**config.mk**
```make
export PLATFORM = sky130hd
export DESIGN_NAME = uart_rcd_rx
export DESIGN_NICKNAME = d
export VERILOG_FILES = /design/src/rtl/uart_rcd_rx.sv
export SDC_FILE = /design/constraint.sdc
export NUM_CORES = 1
export LEC_CHECK = 0
export ABC_AREA = 1
export CORE_MARGIN = 2
export CORE_UTILIZATION = 56
export DETAILED_ROUTE_END_ITERATION = 16
export PLACE_DENSITY_LB_ADDON = 0.12
export SYNTH_ARGS = -nofsm -noshare
export SYNTH_HDL_FRONTEND = slang
export SYNTH_SLANG_ARGS = --single-unit
```
**constraint.sdc**
```tcl
create_clock -name CLK -period 20.9 [get_ports CLK]
set_input_delay 2.09 -clock CLK [delete_from_list [all_inputs] [get_ports CLK]]
set_output_delay 2.09 -clock CLK [all_outputs]
set_load 0.01 [all_outputs]
```
**src/rtl/uart_rcd_rx.sv**
```systemverilog
// 8N1 UART receiver that packs four bytes (LSB first) into a 32-bit key per record
// and 2^P_LOG records per beat, handing each beat downstream on a doten/full interface.
module uart_rcd_rx #(
  parameter int P_LOG       = 2,
  parameter int RCDW        = 64,
  parameter int SERIAL_WAIT = 868
) (
  input  logic                          CLK,
  input  logic                          RST,
  input  logic                          RXD,
  input  logic                          full,
  output logic [RCDW*(2**P_LOG)-1:0]    dot,
  output logic                          doten,
  output logic                          frerr,
  output logic                          ovf,
  output logic [31:0]                   rcdcnt
);
  localparam int P  = 1 << P_LOG;
  localparam int TW = $clog2(SERIAL_WAIT + 1);

  typedef enum logic [1:0] {IDLE, START, DATA, STOP} state_t;

  state_t                   state;
  logic [1:0]               sync;
  logic                     rx_s, rx_prev;
  logic [TW-1:0]            tmr;
  logic                     expire;
  logic [2:0]               bidx;
  logic [7:0]               sh;
  logic                     stop_hit, stop_bit;
  logic                     bvalid, beat_done, pending;
  logic [1:0]               bcnt;
  logic [23:0]              keyr;
  logic [P_LOG-1:0]         rslot;
  logic [P-1:0][RCDW-1:0]   abuf;

  assign rx_s   = sync[1];
  assign expire = (tmr == TW'(1));

  always_ff @(posedge CLK or posedge RST) begin
    if (RST) sync <= 2'b11;
    else     sync <= {sync[0], RXD};
  end

  // Bit-timing FSM; stop_hit/stop_bit report the stop sample one cycle ahead of bvalid.
  always_ff @(posedge CLK or posedge RST) begin
    if (RST) begin
      state    <= IDLE;
      tmr      <= '0;
      bidx     <= '0;
      sh       <= '0;
      stop_hit <= 1'b0;
      stop_bit <= 1'b0;
      rx_prev  <= 1'b1;
    end else begin
      rx_prev  <= rx_s;
      stop_hit <= 1'b0;
      case (state)
        IDLE: if (rx_prev && !rx_s) begin
          tmr   <= TW'(SERIAL_WAIT / 2);
          state <= START;
        end
        START: if (expire) begin
          if (rx_s) state <= IDLE;
          else begin
            tmr   <= TW'(SERIAL_WAIT);
            bidx  <= '0;
            state <= DATA;
          end
        end else tmr <= tmr - TW'(1);
        DATA: if (expire) begin
          sh   <= {rx_s, sh[7:1]};
          tmr  <= TW'(SERIAL_WAIT);
          bidx <= bidx + 3'd1;
          if (bidx == 3'd7) state <= STOP;
        end else tmr <= tmr - TW'(1);
        STOP: if (expire) begin
          stop_hit <= 1'b1;
          stop_bit <= rx_s;
          state    <= IDLE;
        end else tmr <= tmr - TW'(1);
        default: state <= IDLE;
      endcase
    end
  end

  // Byte -> key -> record slot; the 4th byte goes straight into the slot with keyr.
  always_ff @(posedge CLK or posedge RST) begin
    if (RST) begin
      bvalid    <= 1'b0;
      frerr     <= 1'b0;
      beat_done <= 1'b0;
      bcnt      <= '0;
      keyr      <= '0;
      rslot     <= '0;
      abuf      <= '0;
      rcdcnt    <= '0;
    end else begin
      bvalid    <= stop_hit & stop_bit;
      beat_done <= 1'b0;
      if (stop_hit && !stop_bit) frerr <= 1'b1;
      if (bvalid) begin
        bcnt <= bcnt + 2'd1;
        case (bcnt)
          2'd0: keyr[7:0]   <= sh;
          2'd1: keyr[15:8]  <= sh;
          2'd2: keyr[23:16] <= sh;
          default: begin
            abuf[rslot] <= RCDW'({sh, keyr});
            rslot       <= rslot + P_LOG'(1);
            rcdcnt      <= rcdcnt + 32'd1;
            beat_done   <= (rslot == P_LOG'(P - 1));
          end
        endcase
      end
    end
  end

  // A beat finishing while the previous one still waits is dropped, not queued.
  always_ff @(posedge CLK or posedge RST) begin
    if (RST) begin
      dot     <= '0;
      doten   <= 1'b0;
      pending <= 1'b0;
      ovf     <= 1'b0;
    end else begin
      doten <= 1'b0;
      if (pending && !full) begin
        doten   <= 1'b1;
        pending <= 1'b0;
      end
      if (beat_done) begin
        if (pending) ovf <= 1'b1;
        else begin
          dot     <= abuf;
          pending <= 1'b1;
        end
      end
    end
  end
endmodule

```
==> results_dict.tcl, run 1 <==
set metrics [dict create \
    timing.critical_path.fanout_max 7 \
    yosysWarnings 0 \
    regToRegStartpoint "pending" \
    totalNegativeSetupSlack_ns 0 \
    async_reset_ff_share_pct 100 \
    finClkSkew_ns 0.0158 \
    dominantRegCellSynth "sky130_fd_sc_hd__dfrtp_1" \
    nets 1571 \
    grt_busiest_layer "met2" \
    ctsHtreeMaxLevel 2 \
    vdd_drop_max_mv 0.0631 \
    synthesis.area_sq_um 14900 \
    buffer_count_from_post_cts_setup_fixing 0 \
    die_width_um 167 \
    worstHoldPathCells 0 \
    finalWeightedCongestion 0.892 \
    fp-row-count 59 \
    place_hpwl_um 19500 \
    grt_pass1_wl_um 49300 \
    routed_wirelength_um 29700 \
    drtPass1Iterations 5 \
    timing.final.hold_violations 0 \
    routed-via-count 9621 \
    synth-edff-count 0 \
    critPathArrivalTime_ns 1.61 \
    core_sq_um 26100 \
    post_cts.resized_instances 0 \
    grtUsageMet2_pct 34.8 \
    layout.cells.most_common "sky130_fd_sc_hd__dfrtp_1" \
    antenna_found_initial 0 \
    r2r.worst_path.cells 4 \
    die_h_um 167 \
    cts.root.buffer_cell "sky130_fd_sc_hd__clkbuf_16" \
    drt-initial-drc-count 712 \
    leakagePower_nw 8.55 \
    remaining_drc_errors 0 \
    holdCritStartpoint "sync[0]" \
    unrepaired_setup_endpoints_after_global_routing "no" \
    grt_overflow 0 \
    clock_tree.buffer_depth 3 \
    detail-route-antenna-nets 0 \
    post_drt_via_cell_ratio 5.04 \
    post_route_cells_drive_above_1_share_pct 14.1 \
    area_growth_pct 17.7 \
    worst_path_dominant_cell_family "buffers and inverters" \
    wl_per_cell_um 15.6 \
    cts_num_sinks 350 \
    layout.core_utilization_pct 67.3 \
    postSynthAreaPerCell_sq_um 10.8 \
    hold-path-endpoint "sync[1]" \
    io_buffers 166 \
    ctsHoldBuffers 0 \
    timing.rr.end "dot[215]" \
    slowest_stage "sky130_fd_sc_hd__clkdlybuf4s50_1" \
    tritoncts.num_buffers 36 \
    final-instance-count-excl-fill 1910 \
    numPlacedInstances 1846 \
    grt_use_met3_pct 3.59 \
    floorplan.die_area_sq_um 27900 \
    crit_path_end_kind "output pin" \
    reg2reg_slack_ns 18.37 \
    worstHoldPathType "reg2reg" \
    number_of_global_route_vias_before_repair 9369 \
    max_slew_margin_pct 34.7 \
    worst_setup_path_start_kind "flip-flop" \
    finalSetupViolations 0 \
    gr-usage-all-layers_pct 21.5 \
    cp.buffers_inverters 1 \
    worstPathRequired_ns 18.81 \
    ys_seq_area_share_pct 58.8 \
    crit_path_cell_trace "clkdlybuf4s50_1" \
    post_synth_inst_count 1385 \
    critical-path-max-stage-delay_ns 0.61 \
    synth_largest_area_cell "sky130_fd_sc_hd__dfrtp_1" \
    power.density_nw_per_um2 83.4 \
    antenna_cells 0 \
    gr-usage-met1_pct 30.9 \
    worstSetupPathType "reg2out" \
    outcome "finished clean" \
    maxCapViolCount 0 \
    tritoncts_clock_tree "done" \
    clk_transition_reported_paths_ns 0.06 \
    worst_slew_pin_slew_ns 0.980 \
    layout.cells.most_common_list "347 x sky130_fd_sc_hd__dfrtp_1, 301 x sky130_fd_sc_hd__nand2_1, 166 x sky130_fd_sc_hd__clkdlybuf4s50_1, 165 x sky130_fd_sc_hd__o21ai_0" \
    synth_area_leaders "sky130_fd_sc_hd__dfrtp_1 58%, sky130_fd_sc_hd__mux2_2 9.7%, sky130_fd_sc_hd__nand2_1 7.6%, sky130_fd_sc_hd__buf_4 6.5%, sky130_fd_sc_hd__o21ai_0 5.5%" \
    final.min_clock_period_ns 3.70 \
    grt_start_max_net_pins 135 \
    io_pins 295 \
    drv_slew 0 \
    fmax_mhz 270 \
    synth_largest_type_area_fraction_pct 58.3 \
    clkLatencyLatePin_ns 0.52 \
    share_of_the_clock_period_used_by_the_worst_path_pct 17.7 \
    floorplan.initialDensity_pct 57.2 \
    yosys.cell_types.count 39 \
    ys_seq_elements 350 \
]
## flip-flops by register name (all words and copies together), names as in the netlist, named ones only
name / cells
abuf: 128
bcnt: 2
beat_done: 1
bidx: 3
bvalid: 1
dot: 128
doten: 1
frerr: 1
keyr: 24
ovf: 1
pending: 1
rcdcnt: 32
rslot: 2
rx_prev: 1
sh: 8
state: 1
stop_bit: 1
stop_hit: 1
sync: 2
tmr: 10
## area by class of cell
type | count | area [sq um]
sequential | 350 | 8760
fill | 2005 | 8510
multi-input combinational | 903 | 5120
timing repair buffer | 171 | 1700
clock buffer | 56 | 1110
tap | 335 | 419
inverter | 87 | 337
clock inverter | 8 | 104
## cells by family (layout without fill, tap and decap cells)
logic type | Yosys count | count (layout) | synth area share [%]
and+or+nand+nor | 423 | 423 | 12.3
DFF | 350 | 350 | 58.8
buffers and inverters | 259 | 322 | 10.1
AOI/OAI and AO/OA | 183 | 183 | 6.18
muxes | 128 | 128 | 9.67
xor gates and xnor gates | 23 | 23 | 1.35
adders and majority gates | 18 | 18 | 1.51
other | 1 | 128 | 0.0252
## cell usage after synthesis, drive strengths merged, types with 12 or more instances
cell type  number
clkbuf         15
mux2          128
nand2         309
ha             18
xor2           15
nor2           64
dfrtp         347
nand4          12
buf           157
nand3          26
o21ai         174
inv            87
## per-layer routing
metal	vias up	wire (um)	share of wire, %
met3	44	1440	4.9
met1	4763	13700	46
met5	-	0	0
met4	0	529	1.8
li1	4571	-	-
met2	243	14000	47
## power breakdown
| group | internal (mW) | total, mW | switching [mW] | leakage (nW) |
|---|---|---|---|---|
| clock network | 0.390 | 0.646 | 0.256 | 0.594 |
| registers | 0.688 | 0.697 | 0.00931 | 4.86 |
| logic | 0.0313 | 0.120 | 0.0890 | 3.10 |
| total | 1.11 | 1.46 | 0.355 | 8.55 |
## worst max path at each step
stage,start,end,slack [ns],depth (start not counted)
final,rcdcnt[7],rcdcnt[7],17.20,1
after detailed placement,RST,dot[144],16.58,3
after CTS,RST,dot[144],17.13,3
after floorplan,RST,asynchronous set/reset pin,9.11,1
after global placement,RST,dot[199],16.59,3
after global routing,RST,dot[197],16.89,3
## through the flow
step	total power, mW	setup WS, ns	area, sq um	hold WS (ns)
2_1_floorplan	0.821	9.11	15400	0.345
3_3_place_gp	0.826	16.59	16300	0.347
3_5_place_dp	0.829	16.58	16300	0.352
4_1_cts	1.47	17.13	17500	0.353
5_1_grt	1.52	16.89	17500	0.352
6_report	1.46	17.20	17500	0.349
(Power assumes the default switching activity.)
==> inputs of run 2 (changes only) <==
--- a/config.mk
+++ b/config.mk
@@ -7,7 +7,7 @@
 export LEC_CHECK = 0
 export ABC_AREA = 1
 export CORE_MARGIN = 2
-export CORE_UTILIZATION = 56
+export CORE_UTILIZATION = 52
 export DETAILED_ROUTE_END_ITERATION = 16
 export PLACE_DENSITY_LB_ADDON = 0.12
 export SYNTH_ARGS = -nofsm -noshare
==> constraint.sdc (replaced) <==
create_clock -name CLK -period 3.75 [get_ports CLK]
set_input_delay 0.375 -clock CLK [delete_from_list [all_inputs] [get_ports CLK]]
set_output_delay 0.375 -clock CLK [all_outputs]
set_load 0.01 [all_outputs]
==> run 2 against run 1 <==
Compared with the run above: final cell count grew 2.5%; sequential cell count is the same; routed wire length grew 2.2%; total power grew to 5.5 times the previous value; register-to-register slack lost 17 ns; clock-buffer cell count shrank 4; via count shrank 0.47%; critical path depth grew 4.
==> results_dict.tcl, run 2 (synthesized netlist as in run 1, its figures left out) <==
set metrics [dict create \
    gr-usage-all-layers_pct 20.2 \
    ctsHtreeMaxLevel 2 \
    layout.cells.most_common_list "347 x sky130_fd_sc_hd__dfrtp_1, 301 x sky130_fd_sc_hd__nand2_1, 166 x sky130_fd_sc_hd__clkdlybuf4s50_1, 165 x sky130_fd_sc_hd__o21ai_0" \
    worst_slew_pin_slew_ns 1.08 \
    final.min_clock_period_ns 2.12 \
    vdd_drop_max_mv 0.296 \
    antenna_found_initial 0 \
    timing.final.hold_violations 0 \
    ctsHoldBuffers 0 \
    maxCapViolCount 0 \
    post_drt_via_cell_ratio 4.89 \
    io_buffers 166 \
    wl_per_cell_um 15.5 \
    power_frac_seq_pct 48.0 \
    switching_share_pct 24.5 \
    clkLatencyLatePin_ns 0.52 \
    layout.cells.most_common "sky130_fd_sc_hd__dfrtp_1" \
    post_cts.resized_instances 0 \
    multi_input_area_sq_um 5120 \
    drtPass1Iterations 4 \
    tritoncts_clock_tree "done" \
    remaining_drc_errors 0 \
    filler_cell_count 2348 \
    post_route_cells_drive_above_1_share_pct 14.3 \
    worstHoldPathCells 1 \
    finClkSkew_ns 0.0167 \
    nets 1576 \
    detail-route-antenna-nets 0 \
    die_width_um 173 \
    pwr-share-comb_pct 8.5 \
    outcome "finished clean" \
    fmax_mhz 471 \
    routed_wirelength_um 30400 \
    antenna_cells 0 \
    power.share.clock_pct 43.6 \
    critPathArrivalTime_ns 2.52 \
    largest_registers "abuf: 128 flops, dot: 128 flops, rcdcnt: 32 flops" \
    number_of_global_route_vias_before_repair 9328 \
    worst_setup_path_start_kind "flip-flop" \
    die_h_um 173 \
    cts.root.buffer_cell "sky130_fd_sc_hd__clkbuf_16" \
    total_switching_power_mw 1.99 \
    worstHoldPathType "in2reg" \
    timing.critical_path.fanout_max 65 \
    area_growth_pct 18.6 \
    clk_transition_reported_paths_ns 0.06 \
    place_hpwl_um 20000 \
    worstPathRequired_ns 4.15 \
    drt-initial-drc-count 675 \
    io_pins 295 \
    clock_tree.buffer_depth 3 \
    power_report.internal_total_mw 6.11 \
    tritoncts.num_buffers 36 \
    power.density_nw_per_um2 458 \
    totalNegativeSetupSlack_ns 0 \
    unrepaired_setup_endpoints_after_global_routing "no" \
    crit_path_end_kind "flip-flop" \
    regArea_sq_um 8760 \
    cts_num_sinks 350 \
    finalSetupViolations 0 \
    grt_overflow 0 \
    buffer_count_from_post_cts_setup_fixing 0 \
    floorplan.initialDensity_pct 53.2 \
    core_sq_um 28000 \
    floorplan.die_area_sq_um 30000 \
    totalPowerFinal_mw 8.10 \
    r2r.worst_path.cells 5 \
    fp-row-count 61 \
    routed-via-count 9576 \
    max_slew_margin_pct 27.8 \
    leakagePower_nw 8.58 \
    share_of_the_clock_period_used_by_the_worst_path_pct 56.6 \
    grt_start_max_net_pins 96 \
    drv_slew 0 \
    worstSetupPathType "reg2reg" \
    grt_pass1_wl_um 49600 \
    finalWeightedCongestion 0.854 \
]
run 2: worst max-delay path, cell delays in order (launching register included):
cell and delay (ns):
sky130_fd_sc_hd__dfrtp_1 0.40, sky130_fd_sc_hd__ha_1 0.21, sky130_fd_sc_hd__nand2_4 0.10, sky130_fd_sc_hd__inv_4 0.19, sky130_fd_sc_hd__nand2_2 0.63, sky130_fd_sc_hd__o21ai_0 0.42
run 2: final cells by class:
class                           instances  area share (%)
Sequential cell                       350            49.6
Multi-Input combinational cell        903            29.0
Timing Repair Buffer                  176            10.2
Clock buffer                           52            5.95
Tap cell                              378            2.68
Inverter                               87            1.88
Clock inverter                         11           0.701
run 2: through the flow:
step | hold WS, ns | std cells | utilization, % | setup slack, ns | instance area (sq um)
5_1_grt | 0.281 | 1957 | 63.1 | 1.33 | 17700
3_5_place_dp | 0.354 | 1894 | 58.9 | 1.62 | 16500
4_1_cts | 0.272 | 1957 | 63.1 | 1.59 | 17700
2_1_floorplan | 0.345 | 1512 | - | -1.31 | 15400
3_3_place_gp | 0.348 | 1894 | 58.9 | 1.71 | 16500
6_report | 0.276 | 1957 | 63.1 | 1.63 | 17700
run 2: final timing paths:
path,start,end,slack (ns)
max in group asynchronous,RST,dot[6],2.49
hold reg to reg,sync[0],sync[1],0.36
min in group asynchronous,RST,dot[211],0.38
hold / removal,RXD,sync[0],0.28
setup / recovery,bcnt[0],abuf[203],1.63
setup reg to reg,bcnt[0],abuf[203],1.63
run 2: power groups by stage:
| stage | clock (mW) | sequential [mW] | combinational, mW |
|---|---|---|---|
| 2_1_floorplan | 0 | 3.94 | 0.635 |
| 3_3_place_gp | 0 | 3.95 | 0.671 |
| 3_5_place_dp | 0 | 3.95 | 0.686 |
| 4_1_cts | 3.60 | 3.88 | 0.686 |
| 5_1_grt | 3.77 | 3.89 | 0.797 |
| 6_report | 3.53 | 3.89 | 0.685 |
run 2: metal layers:
metal / wire length (um) / GRT usage, % / share of wire, % / up-vias
met1: 13900 / 28.8 / 46 / 4721
met4: 411 / 4.27 / 1.4 / 0
li1: - / - / - / 4575
met3: 1340 / 3.05 / 4.4 / 33
met5: 0 / 0 / 0 / -
met2: 14700 / 33.1 / 48 / 247
==> inputs of run 3 (changes only) <==
--- a/config.mk
+++ b/config.mk
@@ -7,7 +7,7 @@
 export LEC_CHECK = 0
 export ABC_AREA = 1
 export CORE_MARGIN = 2
-export CORE_UTILIZATION = 52
+export CORE_UTILIZATION = 47
 export DETAILED_ROUTE_END_ITERATION = 16
 export PLACE_DENSITY_LB_ADDON = 0.12
 export SYNTH_ARGS = -nofsm -noshare
==> constraint.sdc (replaced) <==
create_clock -name CLK -period 1.8 [get_ports CLK]
set_input_delay 0.18 -clock CLK [delete_from_list [all_inputs] [get_ports CLK]]
set_output_delay 0.18 -clock CLK [all_outputs]
set_load 0.01 [all_outputs]
==> run 3 against run 2 <==
Compared with the run above: global-route usage shrank 1.3 points; final area up 2.0%; die area grew 10%; clock-buffer cell count rose by 1; critical endpoint is now rcdcnt[29]; largest power group unchanged; routed wire length is 1.6% higher; largest cell class unchanged; via count rose by 0.66%; total power rose by 110%.
==> results_dict.tcl, run 3 (synthesized netlist as in run 1, its figures left out) <==
set metrics [dict create \
    outcome "finished clean" \
    drtPass1Iterations 5 \
    critical-path-max-stage-delay_ns 0.58 \
    clock_tree.buffer_depth 3 \
    largest_registers "abuf: 128 flops, dot: 128 flops, rcdcnt: 32 flops" \
    vdd_drop_max_mv 0.540 \
    unrepaired_setup_endpoints_after_global_routing "no" \
    final-instance-count-excl-fill 2000 \
    finalSetupViolations 0 \
    final.min_clock_period_ns 1.74 \
    post_drt_via_cell_ratio 4.82 \
    ctsHoldBuffers 0 \
    cts_num_sinks 350 \
    fmax_mhz 576 \
    worstSetupPathType "reg2out" \
    slowest_stage "sky130_fd_sc_hd__clkdlybuf4s50_1" \
    routed_wirelength_um 30900 \
    critPathArrivalTime_ns 1.56 \
    worst_slew_pin_slew_ns 0.527 \
    crit_path_end_kind "output pin" \
    nets 1598 \
    area_growth_pct 21.0 \
    worstPathRequired_ns 1.62 \
    reg2reg_slack_ns 0.13 \
    post-place-ws_ns 0.122 \
    post_route_cells_drive_above_1_share_pct 15.7 \
    ctsHtreeMaxLevel 2 \
    maxCapViolCount 0 \
    number_of_global_route_vias_before_repair 9497 \
    layout.cells.most_common "sky130_fd_sc_hd__dfrtp_1" \
    gr-usage-all-layers_pct 18.9 \
    antenna_cells 0 \
    die_width_um 182 \
    wl_per_cell_um 15.4 \
    worstHoldPathType "in2reg" \
    grt_start_max_net_pins 53 \
    clk_transition_reported_paths_ns 0.06 \
    core_sq_um 31400 \
    drv_slew 0 \
    worstHoldPathCells 1 \
    tritoncts.num_buffers 38 \
    share_of_the_clock_period_used_by_the_worst_path_pct 96.4 \
    leakagePower_nw 8.75 \
    worst_setup_path_start_kind "flip-flop" \
    antenna_found_initial 0 \
    worst_path_dominant_cell_family "buffers and inverters" \
    grt_pass1_wl_um 50600 \
    timing.rr.end "tmr[4]" \
    hold-path-endpoint "sync[0]" \
    io_buffers 166 \
    crit_path_cell_trace "clkdlybuf4s50_1" \
    buffer_count_from_post_cts_setup_fixing 0 \
    routed-via-count 9639 \
    place_hpwl_um 21400 \
    tritoncts_clock_tree "done" \
    numPlacedInstances 1938 \
    timing.final.hold_violations 0 \
    cp.buffers_inverters 1 \
    grt_overflow 0 \
    drt-initial-drc-count 560 \
    die_h_um 182 \
    clkLatencyLatePin_ns 0.53 \
    totalPowerFinal_mw 17.0 \
    detail-route-antenna-nets 0 \
    fp-row-count 65 \
    max_slew_margin_pct 64.8 \
    r2r.worst_path.cells 11 \
    io_pins 295 \
    regToRegStartpoint "tmr[1]" \
    floorplan.initialDensity_pct 47.5 \
    finClkSkew_ns 0.0250 \
    timing.critical_path.fanout_max 5 \
    setup_slack_ns 0.0639 \
    cts.root.buffer_cell "sky130_fd_sc_hd__clkbuf_16" \
    remaining_drc_errors 0 \
    finalWeightedCongestion 0.817 \
    post_cts.resized_instances 3 \
    floorplan.die_area_sq_um 33100 \
    power.density_nw_per_um2 944 \
    layout.cells.most_common_list "340 x sky130_fd_sc_hd__dfrtp_1, 301 x sky130_fd_sc_hd__nand2_1, 166 x sky130_fd_sc_hd__clkdlybuf4s50_1, 165 x sky130_fd_sc_hd__o21ai_0" \
    holdCritStartpoint "RXD" \
]
==> run 3: layout make-up <==
class,instances,area [sq um]
flip-flops and latches,350,8770
inverters,87,333
clock buffers,53,1070
well taps,402,503
clock inverters,9,118
repair buffers,196,2110
fillers,2705,13400
multi-input cells,903,5120
==> run 3: how the worst max path moves through the flow <==
stage | start | to | slack (ns) | cells after the start
finish | rcdcnt[29] | rcdcnt[29] | 0.06 | 1
global route | bcnt[1] | rcdcnt[28] | 0.001 | 10
CTS | rcdcnt[5] | rcdcnt[5] | 0.02 | 1
detailed placement | bcnt[0] | rcdcnt[29] | 0.12 | 8
global placement | bcnt[0] | rcdcnt[29] | 0.17 | 8
floorplan | RST | asynchronous set/reset pin | -3.06 | 1
==> run 3: through the flow <==
step | TNS, ns | hold WS (ns) | cell area (sq um) | utilization (%)
floorplan | -1068.56 | 0.184 | 15400 | -
global placement | 0 | 0.347 | 16800 | 53.6
detailed placement | 0 | 0.351 | 16800 | 53.6
CTS | 0 | 0.0633 | 18000 | 57.4
global route | 0 | 0.0586 | 18000 | 57.4
finish | 0 | 0.0802 | 18000 | 57.4
==> run 3: power by group <==
group          leakage [nW]  total (mW)  internal (mW)  switching [mW]
combinational          3.31        1.48          0.407            1.07
sequential             4.85        8.10           7.99           0.118
clock                 0.584        7.44           4.42            3.02
==> run 3: per-layer routing <==
metal / vias up / global-route usage (%) / wire (um)
li1: 4631 / - / -
met5: - / 0 / 0
met1: 4735 / 26.7 / 14300
met3: 40 / 3.59 / 1550
met4: 0 / 4.45 / 573
met2: 233 / 30.4 / 14500
